===== src/rtl/program_loader_if.sv =====
// Byte-stream handshake and instruction-memory write bus of the program loader.
// slave = loader side, master = byte source / memory side.
interface program_loader_if;
  logic        byte_valid_i;
  logic [7:0]  byte_i;
  logic        byte_ready_o;
  logic        program_mem_write_en_o;
  logic [15:0] instruction_o;
  logic [31:0] instruction_addr_o;

  modport slave (
    input  byte_valid_i, byte_i,
    output byte_ready_o, program_mem_write_en_o, instruction_o, instruction_addr_o
  );

  modport master (
    output byte_valid_i, byte_i,
    input  byte_ready_o, program_mem_write_en_o, instruction_o, instruction_addr_o
  );
endinterface


===== src/rtl/program_loader.sv =====
// Framed program-image loader: A5, len_lo, len_hi, N half-words, XOR checksum.
// Optional inter-byte timeout enabled by defining LOADER_TIMEOUT_EN.
module program_loader #(
  parameter logic [31:0] BASE_ADDR      = 32'd0,
  parameter int unsigned MAX_HALF_WORDS = 1024,
  parameter int unsigned TIMEOUT_CYCLES = 100000
) (
  input  logic                clk_i,
  input  logic                reset_i,
  program_loader_if.slave     bus,
  input  logic                start_i,
  output logic                cpu_reset_o,
  output logic                done_o,
  output logic                error_o,
  output logic [1:0]          error_code_o,
  output logic [15:0]         words_loaded_o
);
  typedef enum logic [3:0] {
    IDLE, LEN_LO, LEN_HI, DATA_LO, DATA_HI, WRITE, CHECKSUM, DONE, ERROR
  } state_e;

  localparam logic [7:0] SYNC_BYTE = 8'hA5;

  state_e      state_q, state_d;
  logic [7:0]  len_lo_q, len_lo_d;
  logic [15:0] len_q, len_d;
  logic [7:0]  lo_q, lo_d;
  logic [7:0]  xor_q, xor_d;
  logic [15:0] words_q, words_d;
  logic        we_q, we_d;
  logic [15:0] instr_q, instr_d;
  logic [31:0] addr_q, addr_d;
  logic        cpu_rst_q, cpu_rst_d;
  logic        done_q, done_d;
  logic        err_q, err_d;
  logic [1:0]  code_q, code_d;

  logic        ready, accept, tmo_hit;
  logic [15:0] len_w;

  assign ready  = !(state_q inside {WRITE, DONE, ERROR});
  assign accept = bus.byte_valid_i && ready;
  assign len_w  = {bus.byte_i, len_lo_q};

`ifdef LOADER_TIMEOUT_EN
  logic [31:0] tmo_q, tmo_d;
  logic        tmo_run;

  // Counts idle cycles between bytes; WRITE is the loader's own stall and is excluded.
  assign tmo_run = state_q inside {LEN_LO, LEN_HI, DATA_LO, DATA_HI, CHECKSUM};
  assign tmo_hit = tmo_run && !accept && (tmo_q == 32'(TIMEOUT_CYCLES - 1));
  assign tmo_d   = (!tmo_run || accept) ? 32'd0 : tmo_q + 32'd1;

  always_ff @(posedge clk_i or negedge reset_i) begin
    if (!reset_i) tmo_q <= 32'd0;
    else          tmo_q <= tmo_d;
  end
`else
  assign tmo_hit = 1'b0;
`endif

  always_comb begin
    state_d  = state_q;
    len_lo_d = len_lo_q;
    len_d    = len_q;
    lo_d     = lo_q;
    xor_d    = xor_q;
    words_d  = words_q;
    we_d     = 1'b0;
    instr_d  = instr_q;
    addr_d   = addr_q;
    cpu_rst_d = cpu_rst_q;
    done_d   = done_q;
    err_d    = err_q;
    code_d   = code_q;

    unique case (state_q)
      IDLE: if (accept && bus.byte_i == SYNC_BYTE) begin
        state_d = LEN_LO;
        xor_d   = 8'd0;
        words_d = 16'd0;
      end
      LEN_LO: if (accept) begin
        len_lo_d = bus.byte_i;
        xor_d    = xor_q ^ bus.byte_i;
        state_d  = LEN_HI;
      end
      LEN_HI: if (accept) begin
        len_d = len_w;
        xor_d = xor_q ^ bus.byte_i;
        if (len_w == 16'd0 || {16'd0, len_w} > 32'(MAX_HALF_WORDS)) begin
          state_d = ERROR;
          err_d   = 1'b1;
          code_d  = 2'd1;
        end else begin
          state_d = DATA_LO;
        end
      end
      DATA_LO: if (accept) begin
        lo_d    = bus.byte_i;
        xor_d   = xor_q ^ bus.byte_i;
        state_d = DATA_HI;
      end
      DATA_HI: if (accept) begin
        // Strobe, data and address are registered here so they appear together in WRITE.
        xor_d   = xor_q ^ bus.byte_i;
        we_d    = 1'b1;
        instr_d = {bus.byte_i, lo_q};
        addr_d  = BASE_ADDR + {15'd0, words_q, 1'b0};
        state_d = WRITE;
      end
      WRITE: begin
        words_d = words_q + 16'd1;
        state_d = (words_q + 16'd1 == len_q) ? CHECKSUM : DATA_LO;
      end
      CHECKSUM: if (accept) begin
        if (bus.byte_i == xor_q) begin
          state_d   = DONE;
          done_d    = 1'b1;
          cpu_rst_d = 1'b0;
        end else begin
          state_d = ERROR;
          err_d   = 1'b1;
          code_d  = 2'd2;
        end
      end
      DONE, ERROR: if (start_i) begin
        state_d   = IDLE;
        cpu_rst_d = 1'b1;
        done_d    = 1'b0;
        err_d     = 1'b0;
        code_d    = 2'd0;
      end
      default: state_d = IDLE;
    endcase

    if (tmo_hit) begin
      state_d = ERROR;
      err_d   = 1'b1;
      code_d  = 2'd3;
    end
  end

  always_ff @(posedge clk_i or negedge reset_i) begin
    if (!reset_i) begin
      state_q   <= IDLE;
      len_lo_q  <= 8'd0;
      len_q     <= 16'd0;
      lo_q      <= 8'd0;
      xor_q     <= 8'd0;
      words_q   <= 16'd0;
      we_q      <= 1'b0;
      instr_q   <= 16'd0;
      addr_q    <= BASE_ADDR;
      cpu_rst_q <= 1'b1;
      done_q    <= 1'b0;
      err_q     <= 1'b0;
      code_q    <= 2'd0;
    end else begin
      state_q   <= state_d;
      len_lo_q  <= len_lo_d;
      len_q     <= len_d;
      lo_q      <= lo_d;
      xor_q     <= xor_d;
      words_q   <= words_d;
      we_q      <= we_d;
      instr_q   <= instr_d;
      addr_q    <= addr_d;
      cpu_rst_q <= cpu_rst_d;
      done_q    <= done_d;
      err_q     <= err_d;
      code_q    <= code_d;
    end
  end

  assign bus.byte_ready_o           = ready;
  assign bus.program_mem_write_en_o = we_q;
  assign bus.instruction_o          = instr_q;
  assign bus.instruction_addr_o     = addr_q;
  assign cpu_reset_o                = cpu_rst_q;
  assign done_o                     = done_q;
  assign error_o                    = err_q;
  assign error_code_o               = code_q;
  assign words_loaded_o             = words_q;
endmodule


===== src/flat_wrapper.sv =====
// flat-port wrapper written by rule: the top's interface ports become plain ports
module program_loader_flat 
#(
  parameter logic [31:0] BASE_ADDR      = 32'd0,
  parameter int unsigned MAX_HALF_WORDS = 1024,
  parameter int unsigned TIMEOUT_CYCLES = 100000
)
  (clk_i, reset_i, start_i, cpu_reset_o, done_o, error_o, error_code_o, words_loaded_o, bus_byte_valid_i, bus_byte_i, bus_byte_ready_o, bus_program_mem_write_en_o, bus_instruction_o, bus_instruction_addr_o);
  program_loader_if bus_i ();
  input  logic clk_i;
  input  logic reset_i;
  input  logic start_i;
  output logic cpu_reset_o;
  output logic done_o;
  output logic error_o;
  output logic [1:0] error_code_o;
  output logic [15:0] words_loaded_o;
  input wire logic [$bits(bus_i.byte_valid_i)-1:0] bus_byte_valid_i;
  input wire logic [$bits(bus_i.byte_i)-1:0] bus_byte_i;
  output wire logic [$bits(bus_i.byte_ready_o)-1:0] bus_byte_ready_o;
  output wire logic [$bits(bus_i.program_mem_write_en_o)-1:0] bus_program_mem_write_en_o;
  output wire logic [$bits(bus_i.instruction_o)-1:0] bus_instruction_o;
  output wire logic [$bits(bus_i.instruction_addr_o)-1:0] bus_instruction_addr_o;
  assign bus_i.byte_valid_i = bus_byte_valid_i;
  assign bus_i.byte_i = bus_byte_i;
  assign bus_byte_ready_o = bus_i.byte_ready_o;
  assign bus_program_mem_write_en_o = bus_i.program_mem_write_en_o;
  assign bus_instruction_o = bus_i.instruction_o;
  assign bus_instruction_addr_o = bus_i.instruction_addr_o;
  program_loader #(.BASE_ADDR(BASE_ADDR), .MAX_HALF_WORDS(MAX_HALF_WORDS), .TIMEOUT_CYCLES(TIMEOUT_CYCLES)) u_core (.clk_i(clk_i), .reset_i(reset_i), .bus(bus_i), .start_i(start_i), .cpu_reset_o(cpu_reset_o), .done_o(done_o), .error_o(error_o), .error_code_o(error_code_o), .words_loaded_o(words_loaded_o));
endmodule

===== config.mk =====
export PLATFORM = sky130hd
export DESIGN_NAME = program_loader_flat
export DESIGN_NICKNAME = d
export VERILOG_FILES = /design/src/rtl/program_loader_if.sv /design/src/rtl/program_loader.sv /design/src/flat_wrapper.sv
export SDC_FILE = /design/constraint.sdc
export NUM_CORES = 1
export LEC_CHECK = 0
export CORE_MARGIN = 10
export CORE_UTILIZATION = 54
export DETAILED_ROUTE_END_ITERATION = 6
export PLACE_DENSITY = 0.81
export SETUP_SLACK_MARGIN = 0.4
export SLEW_MARGIN = 20
export SYNTH_ARGS = -nofsm -noshare
export SYNTH_HDL_FRONTEND = slang
export SYNTH_SLANG_ARGS = --single-unit

===== constraint.sdc =====
create_clock -name clk_i -period 2.6 [get_ports clk_i]
set_clock_uncertainty 0.2 [all_clocks]
set_input_delay 0.26 -clock clk_i [delete_from_list [all_inputs] [get_ports clk_i]]
set_output_delay 0.26 -clock clk_i [all_outputs]
set_load 0.02 [all_outputs]

# After elaboration in Yosys (flattened, before gate mapping)
# Index checks and enable logic that the tools add are counted.
# op_classes
add_sub_neg	1
multipliers	0
div	0
n_lt_le_gt_ge	1
n_eq_ne	22
n_shift	0
n_mux	37
n_bitwise	1
reduce_logical	22
# ops
op	count
two-way mux 4 bit	9
one-hot mux 16 bit (2 select lines)	1
one-hot mux 4 bit (8 select lines)	1
inequality test 2 x 1 -> 1 bit (second input constant)	9
adder 16 x 1 -> 16 bit (second input constant)	1
equality test 16 bit	1
equality test 4 x 3 -> 1 bit (second input constant)	4
greater-than comparator 16 x 11 -> 1 bit (second input constant)	1
logical NOT 16 bit	1
two-way mux 16 bit	1
two-way mux 8 bit	2
one-hot mux 8 bit (2 select lines)	1
two-way mux 1 bit	12
two-way mux 2 bit	5
AND reduction 2 bit	5
equality test 4 x 2 -> 1 bit (second input constant)	2
equality test 8 bit	1
equality test 8 bit (second input constant)	1
bitwise XOR 8 bit	1
AND reduction 7 bit	1
one-hot mux 2 bit (3 select lines)	1
AND reduction 6 bit	1
nonzero test 2 bit	3
nonzero test 3 bit	2
other kinds (14)	17
# word_totals
ff_bits	98
latchBits	0
mem_bits_rw	0
mem_bits_ro	0
out_inout_bits	71
mem_count	0

# Depth between registers and ports, before layout
# Gate-level depths: netlist (run 1).
# depth
depth_word	7
mapped_depth	8

# Worst setup path before layout (run 1)
# Ideal clock, no wire load.
# synth_path
path_kind	register -> register
start	reg u_core.words_q[1], in the netlist u_core.words_loaded_o[1]
end	reg u_core.state_q[2]
setup_ps	103
arrival_time_ps	2076
required_ps	2297
path_slack_ps	221
stages_incl_launch_ff	8
n_path_buf	0
period_less_slack_ps	2379
path_cell_list	dfrtp_1 -> ha_1 -> xor2_1 -> a311o_1 -> a311oi_1 -> nor4b_2 -> nand4_1 -> o41ai_2
# synth_between
elab_chain_len	4
# synth_lines
element	line_no	source
from (decl)	program_loader.sv:29	logic [15:0] words_q, words_d;
from (signal assigned)	program_loader.sv:165	words_q <= words_d;
adder 16 x 1 -> 16 bit	program_loader.sv:114	state_d = (words_q + 16'd1 == len_q) ? CHECKSUM : DATA_LO;
equality test 16 bit	program_loader.sv:114	
two-way mux 3 bit	program_loader.sv:114	
one-hot mux 4 bit (8 select lines)	program_loader.sv:77	unique case (state_q)
to (signal assigned)	program_loader.sv:160	state_q <= state_d;
to (decl)	program_loader.sv:24	state_e state_q, state_d;
# Every way passes these cells.
# A chain may end at the register's enable or synchronous reset.

# Final worst setup path (run 1)
# layout_path
start	reg u_core.words_q[0], in the netlist u_core.words_loaded_o[0]
end	reg u_core.state_q[2]
# The elaborated chain is that of the path after synthesis.

==> key figures, run 1 <==
Die
  • Die width: 117 microns
  • Core area: 9200 sq um
  • Die height: 117 microns
  • Number of I/O pins: 83
  • Starting density of the core: 55.2%
  • Die area: 13700 sq um
  • Row count: 35

Cells and area
  • Fin nets: 598
  • Final Util: 69.7%
  • Layout cell share with drive strength beyond 1: 26.4%
  • Commonest non-fill, non-tap cells in the layout: dfrtp_1 (88), clkdlybuf4s50_1 (61), nand2_1 (54), mux2_2 (52), buf_4 (39)
  • N_diodes: 0
  • Area Growth Syn to Fin: 26.4%
  • Most common cell after layout, fill and taps aside: dfrtp_1

Placed design
  • Post-DP HPWL: 8.92 mm
  • Worst slack at placement: -0.0498 ns
  • # port buffers: 66
  • GPL Wtd Cong: 0.885

Setup path
  • CP Cell Sequence: ha_4 -> xor2_1 -> a311o_1 -> a311oi_2 -> nor4b_4 -> nand4_1 -> o41ai_2
  • Slowest Stage Delay on Critical Path: 0.43 ns
  • Largest fanout on the critical path: 2
  • Endpoint type of the worst setup path: flop
  • Worst Path Arrival: 2.47 ns
  • Crit Path Class: reg -> reg
  • Data required time of the worst path: 2.65 ns
  • CP max-delay cell: dfrtp_2
  • Worst path bufs/invs: 0
  • Family with the most delay on the worst path: compound AO/OA/AOI/OAI gates
  • Crit start category: flop

Detailed routing
  • Via count of the routed design: 4076
  • Routed len/inst: 18.4 microns
  • Final WL: 12.9 mm
  • Drc violations: 0
  • Vias per cell: 5.81
  • Routed Antenna Nets: 0
  • 1st-iter DRT viols: 357
  • DR pass1 iterations: 5

Job
  • Max-capacitance violation count: 0

Clock tree
  • Clk_lat worst skew: 0.37 ns
  • CTS tree: built
  • Reg clk slew, reported paths: 0.11 ns
  • CTS Buf Count: 9
  • Sink Count: 98
  • Number of H-tree levels: 3
  • CTS max path bufs: 2
  • Root Driver: clkbuf_8

Global routing
  • Tot GR Track Use: 18.5%
  • Initial antenna violation count: 0
  • Via count of the first global-routing pass: 3987
  • Largest net degree at the start of global routing: 52
  • First-pass GRT wire length: 20.2 mm
  • GRT overflow: 0

Run status
  • Outcome: completed

Timing
  • Final Hold Vio Count: 0
  • Final setup viols: 0
  • Worst-margin pin slew: 0.718 ns
  • Unrepaired setup endpoints after global routing: true
  • Final Worst Setup Slack: 0.186 ns
  • Final period utilization: 92.9%
  • Setup total negative slack: 0 ns
  • Top achievable clock speed: 414 MHz
  • Slew HR: 52.0%
  • Max-slew violations: 0
  • Crit path time final: 2.41 ns

Min path
  • Hold/Removal Path Class: in -> reg

Synthesis
  • Post-synth EDFFs: 0
  • Yosys warnings: 0
  • Primary FF master, synth: dfrtp_1
  • Post-synthesis cell type count: 65
  • Yosys reg bits: 98
  • Async S/R FF share, synth: 100%
  • Mapped Area: 5070 sq um
  • Post-synthesis area per instance: 10.4 sq um
  • Cells after Synth: 490
  • Sequential element share of the synthesized area: 48.4%

Power and ir drop
  • Worst VDD drop: 0.465 mV
  • Leak: 2.92 nW
  • Pwr/cell area: 900 nW/um^2
cell usage after synthesis, types with 3 or more instances:
cell      instances  area, sq um
xor2_1            8         70.1
mux2_2           54          608
nand3_1          12         60.1
o21ai_0          41          205
nor4_1            3         18.8
xnor2_1          18          158
o31ai_1           3         22.5
dfrtp_1          97         2430
nor3_1            4         20.0
a31oi_1           4         25.0
nor2b_1           6         37.5
nand2b_1         21          131
o21ai_1           4         20.0
o41ai_1           3         26.3
a21o_1            3         22.5
clkbuf_1         11         41.3
buf_4            18          135
buf_2            10         50.1
and3_1            7         43.8
inv_1            10         37.5
or2_2             3         18.8
a21oi_1          11         55.1
nand2_1          54          203
or3_1             4         25.0
nand4_1           9         56.3
nor2_1           28          105
worst register-to-register path: stages (launching register included):
cell      delay, ns
dfrtp_2        0.43
ha_4           0.24
xor2_1         0.16
a311o_1        0.35
a311oi_2       0.26
nor4b_4        0.25
nand4_1        0.19
o41ai_2        0.23
report_power, final:
group / switching (mW) / internal, mW / leakage, nW
logic: 1.13 / 1.14 / 1.58
clock network: 0.593 / 0.490 / 0.107
registers: 0.442 / 1.97 / 1.24
total: 2.17 / 3.60 / 2.92
layer usage:
| metal | GRT usage [%] | wire length (microns) | up-vias |
|---|---|---|---|
| met3 | 3.67 | 880 | 15 |
| met5 | 0 | 0 | - |
| met2 | 30.7 | 6260 | 153 |
| li1 | - | - | 1877 |
| met1 | 23.6 | 5570 | 2031 |
| met4 | 6.84 | 187 | 0 |
kinds of logic (layout without fill, tap and decap cells):
group / after synthesis / count (layout) / share of synthesized area, %
AND/OR/NAND/NOR: 164 / 164 / 17.1
flip-flops: 98 / 98 / 48.4
AO/OA/AOI/OAI: 91 / 91 / 11.3
multiplexers: 55 / 55 / 12.2
buffers and inverters: 53 / 138 / 5.80
XOR/XNOR: 27 / 27 / 4.93
adder cells (fa/ha/maj): 1 / 1 / 0.247
other: 1 / 16 / 0.0739
state kept, by name, summed over array words and instances (netlist names):
signal and cells:
u_core.bus.instruction_addr_o 16, u_core.bus.instruction_o 16, u_core.len_q 16, u_core.words_loaded_o 16, u_core.len_lo_q 8, u_core.lo_q 8, u_core.xor_q 8, u_core.state_q 4
u_core.error_code_o 2, u_core.bus.program_mem_write_en_o 1, u_core.cpu_reset_o 1, u_core.done_o 1, u_core.error_o 1
metrics by stage:
stage / std cells / hold slack, ns / cell area (sq um) / power, mW
6_report: 701 / 0.128 / 6410 / 5.77
5_1_grt: 701 / 0.146 / 6410 / 6.09
4_1_cts: 691 / 0.268 / 6240 / 5.69
3_5_place_dp: 671 / 0.131 / 5950 / 4.60
3_3_place_gp: 671 / 0.124 / 5950 / 4.50
2_1_floorplan: 505 / -0.236 / 5140 / 3.76
final timing paths:
kind | start | cells past startpoint | endpoint | slack, ns
max | u_core.words_loaded_o[0] | 7 | u_core.state_q[2] | 0.19
min | bus_byte_i[1] | 3 | u_core.lo_q[1] | 0.13
max reg2reg | u_core.words_loaded_o[0] | 7 | u_core.state_q[2] | 0.19
min reg2reg | u_core.lo_q[5] | 2 | u_core.bus.instruction_o[5] | 0.28
max in group asynchronous | reset_i | 3 | u_core.len_lo_q[6] | 1.25
min in group asynchronous | reset_i | 2 | u_core.words_loaded_o[8] | 0.26
final cells by class:
cell class / count / area (sq um)
Clock buffer: 10 / 138
Clock inverter: 6 / 80.1
Multi-Input combinational cell: 354 / 2500
Fill cell: 651 / 2780
Sequential cell: 98 / 2460
Tap cell: 111 / 139
Timing Repair Buffer: 111 / 1050
Inverter: 11 / 42.5
what timing repair did:
action	4_1_cts	5_1_grt
hold buffers	1	0
gates resized for setup	13	30
pin swaps	1	12
buffers inserted	3	10
endpoints found under the hold margin	46	0
gates cloned	0	0
setup endpoints to repair	22	22
(Power assumes the default switching activity.)
==> run 2, diff against run 1 <==
Settings changed: PLACE_DENSITY 0.81 to 0.86.
==> run 2 against run 1 <==
Via count rose by 0.49%; critical path depth rose by 1; hold slack improved by 0.092 ns; highest routed layer unchanged; largest cell class is now flip-flops and latches; sequential share of layout area rose by 0.56 points; count of clock-buffer cells in the layout fell by 1.
==> key figures, run 2 (synthesis results as in run 1) <==
Power and ir drop
  • Pint: 3.50 mW
  • Clock Power Share: 17.7%
  • Psw: 2.19 mW
  • Proportion of power drawn by flip-flops and latches: 42.6%
  • Pwr/cell area: 900 nW/um^2
  • Total power: 5.69 mW
  • Switching Fraction: 38.4%
  • Gate power share: 39.8%
  • Worst VDD drop: 0.510 mV
  • Leak: 2.86 nW

Cells and area
  • Fin nets: 598
  • Layout cell share with drive strength beyond 1: 25.8%
  • Most common cell after layout, fill and taps aside: dfrtp_1
  • N_diodes: 0
  • Final Util: 68.7%
  • Area Growth Syn to Fin: 24.6%
  • Design area: 6320 sq um
  • Commonest non-fill, non-tap cells in the layout: dfrtp_1 (88), clkdlybuf4s50_1 (64), nand2_1 (54), mux2_2 (54), buf_4 (43)

Die
  • Core area: 9200 sq um
  • Die area: 13700 sq um
  • Starting density of the core: 55.2%
  • Row count: 35
  • Die height: 117 microns
  • Number of I/O pins: 83
  • Die width: 117 microns

Placed design
  • # port buffers: 66
  • GPL Wtd Cong: 0.908
  • Placed Area: 5960 sq um
  • Post-DP HPWL: 9.33 mm

Setup path
  • CP max-delay cell: dfrtp_2
  • Worst Path Arrival: 2.56 ns
  • Data required time of the worst path: 2.67 ns
  • Crit start category: flop
  • Largest fanout on the critical path: 2
  • CP Cell Sequence: ha_4 -> xor2_1 -> a311o_1 -> a311oi_1 -> nor4b_2 -> nand4_1 -> buf_4 -> a21o_1
  • Worst path bufs/invs: 1
  • Crit Path Class: reg -> reg
  • Family with the most delay on the worst path: compound AO/OA/AOI/OAI gates
  • Slowest Stage Delay on Critical Path: 0.44 ns
  • Endpoint type of the worst setup path: flop

Global routing
  • Largest net degree at the start of global routing: 45
  • Tot GR Track Use: 18.6%
  • First-pass GRT wire length: 20.0 mm
  • Initial antenna violation count: 0
  • GRT overflow: 0
  • Via count of the first global-routing pass: 4085

Clock tree
  • Sink Count: 98
  • Reg clk slew, reported paths: 0.11 ns
  • CTS max path bufs: 2
  • Clk_lat worst skew: 0.38 ns
  • CTS Buf Count: 9
  • Number of H-tree levels: 3
  • Root Driver: clkbuf_8
  • CTS tree: built

Timing
  • Slew HR: 47.1%
  • Top achievable clock speed: 401 MHz
  • Hold_ws: 0.220 ns
  • Setup total negative slack: 0 ns
  • Final period utilization: 95.9%
  • Final setup viols: 0
  • Max-slew violations: 0
  • Crit path time final: 2.49 ns
  • Unrepaired setup endpoints after global routing: true
  • Final Hold Vio Count: 0
  • Worst-margin pin slew: 0.790 ns

Run status
  • Outcome: completed

Detailed routing
  • Final WL: 13.0 mm
  • Via count of the routed design: 4096
  • Drc violations: 0
  • Routed len/inst: 18.5 microns
  • Routed Antenna Nets: 0
  • DR pass1 iterations: 5
  • Vias per cell: 5.84
  • 1st-iter DRT viols: 325

Job
  • Max-capacitance violation count: 0

Min path
  • Hold/Removal Path Class: in -> async
[run 2: changes by cell type in the layout (fill, tap and decap cells not counted), moves of 3 or more]
cell / delta
buf_4: +4
clkdlybuf4s50_1: +3
o21ai_0: +3
o21ai_2: -3
[run 2: per-layer routing]
| metal | share of wire, % | global-route usage, % | routed length, microns |
|---|---|---|---|
| met1 | 40 | 21.8 | 5190 |
| met5 | 0 | 0 | 0 |
| met2 | 50 | 32.6 | 6530 |
| met4 | 2.4 | 7.50 | 314 |
| met3 | 7.4 | 3.67 | 964 |
[run 2: worst paths after layout]
path	cells past startpoint	slack, ns	start	end
setup / recovery	8	0.11	u_core.words_loaded_o[1]	u_core.state_q[0]
min in group clk_i	2	0.26	u_core.cpu_reset_o	u_core.cpu_reset_o
hold / removal	2	0.22	reset_i	u_core.bus.instruction_addr_o[11]
hold reg to reg	2	0.26	u_core.cpu_reset_o	u_core.cpu_reset_o
max in group asynchronous	3	1.26	reset_i	u_core.bus.instruction_o[14]
setup reg to reg	8	0.11	u_core.words_loaded_o[1]	u_core.state_q[0]
[run 2: stage by stage]
| step | instances | setup slack, ns |
|---|---|---|
| after floorplan | 505 | 0.383 |
| after global placement | 674 | 0.0948 |
| after detailed placement | 674 | -0.00891 |
| after CTS | 691 | 0.119 |
| after global routing | 701 | -0.0124 |
| final | 701 | 0.106 |
[run 2: repair_timing]
item	4_1_cts	5_1_grt
pin swaps	2	12
setup endpoints to repair	17	21
hold buffers	1	0
gates resized for setup	7	21
endpoints found under the hold margin	40	0
gates cloned	0	0
setup buffers	0	10
[run 2: worst register-to-register path, stage by stage, from the launching register on]
cell	delay, ns
dfrtp_2	0.44
ha_4	0.25
xor2_1	0.16
a311o_1	0.29
a311oi_1	0.21
nor4b_2	0.27
nand4_1	0.21
buf_4	0.19
a21o_1	0.17
[run 2: power groups by stage]
stage | Sequential, mW | Combinational (mW) | Clock (mW)
4_1_cts | 2.40 | 2.20 | 1.02
2_1_floorplan | 2.54 | 1.22 | 0
3_5_place_dp | 2.43 | 2.19 | 0
3_3_place_gp | 2.39 | 2.11 | 0
5_1_grt | 2.48 | 2.43 | 1.09
6_report | 2.42 | 2.26 | 1.01
[run 2: area by class of cell]
cell class	count	area (sq um)
clock buffer	9	124
clock inverter	7	73.8
fill	674	2870
inverter	11	42.5
multi-input combinational	354	2460
sequential	98	2460
tap	111	139
timing repair buffer	111	1020
==> run 3, diff against run 2 <==
Settings changed: ABC_CLOCK_PERIOD_IN_PS set to 2600.
==> results of run 3 <==
Final layout, timing and power as in run 2 (identical DEF).
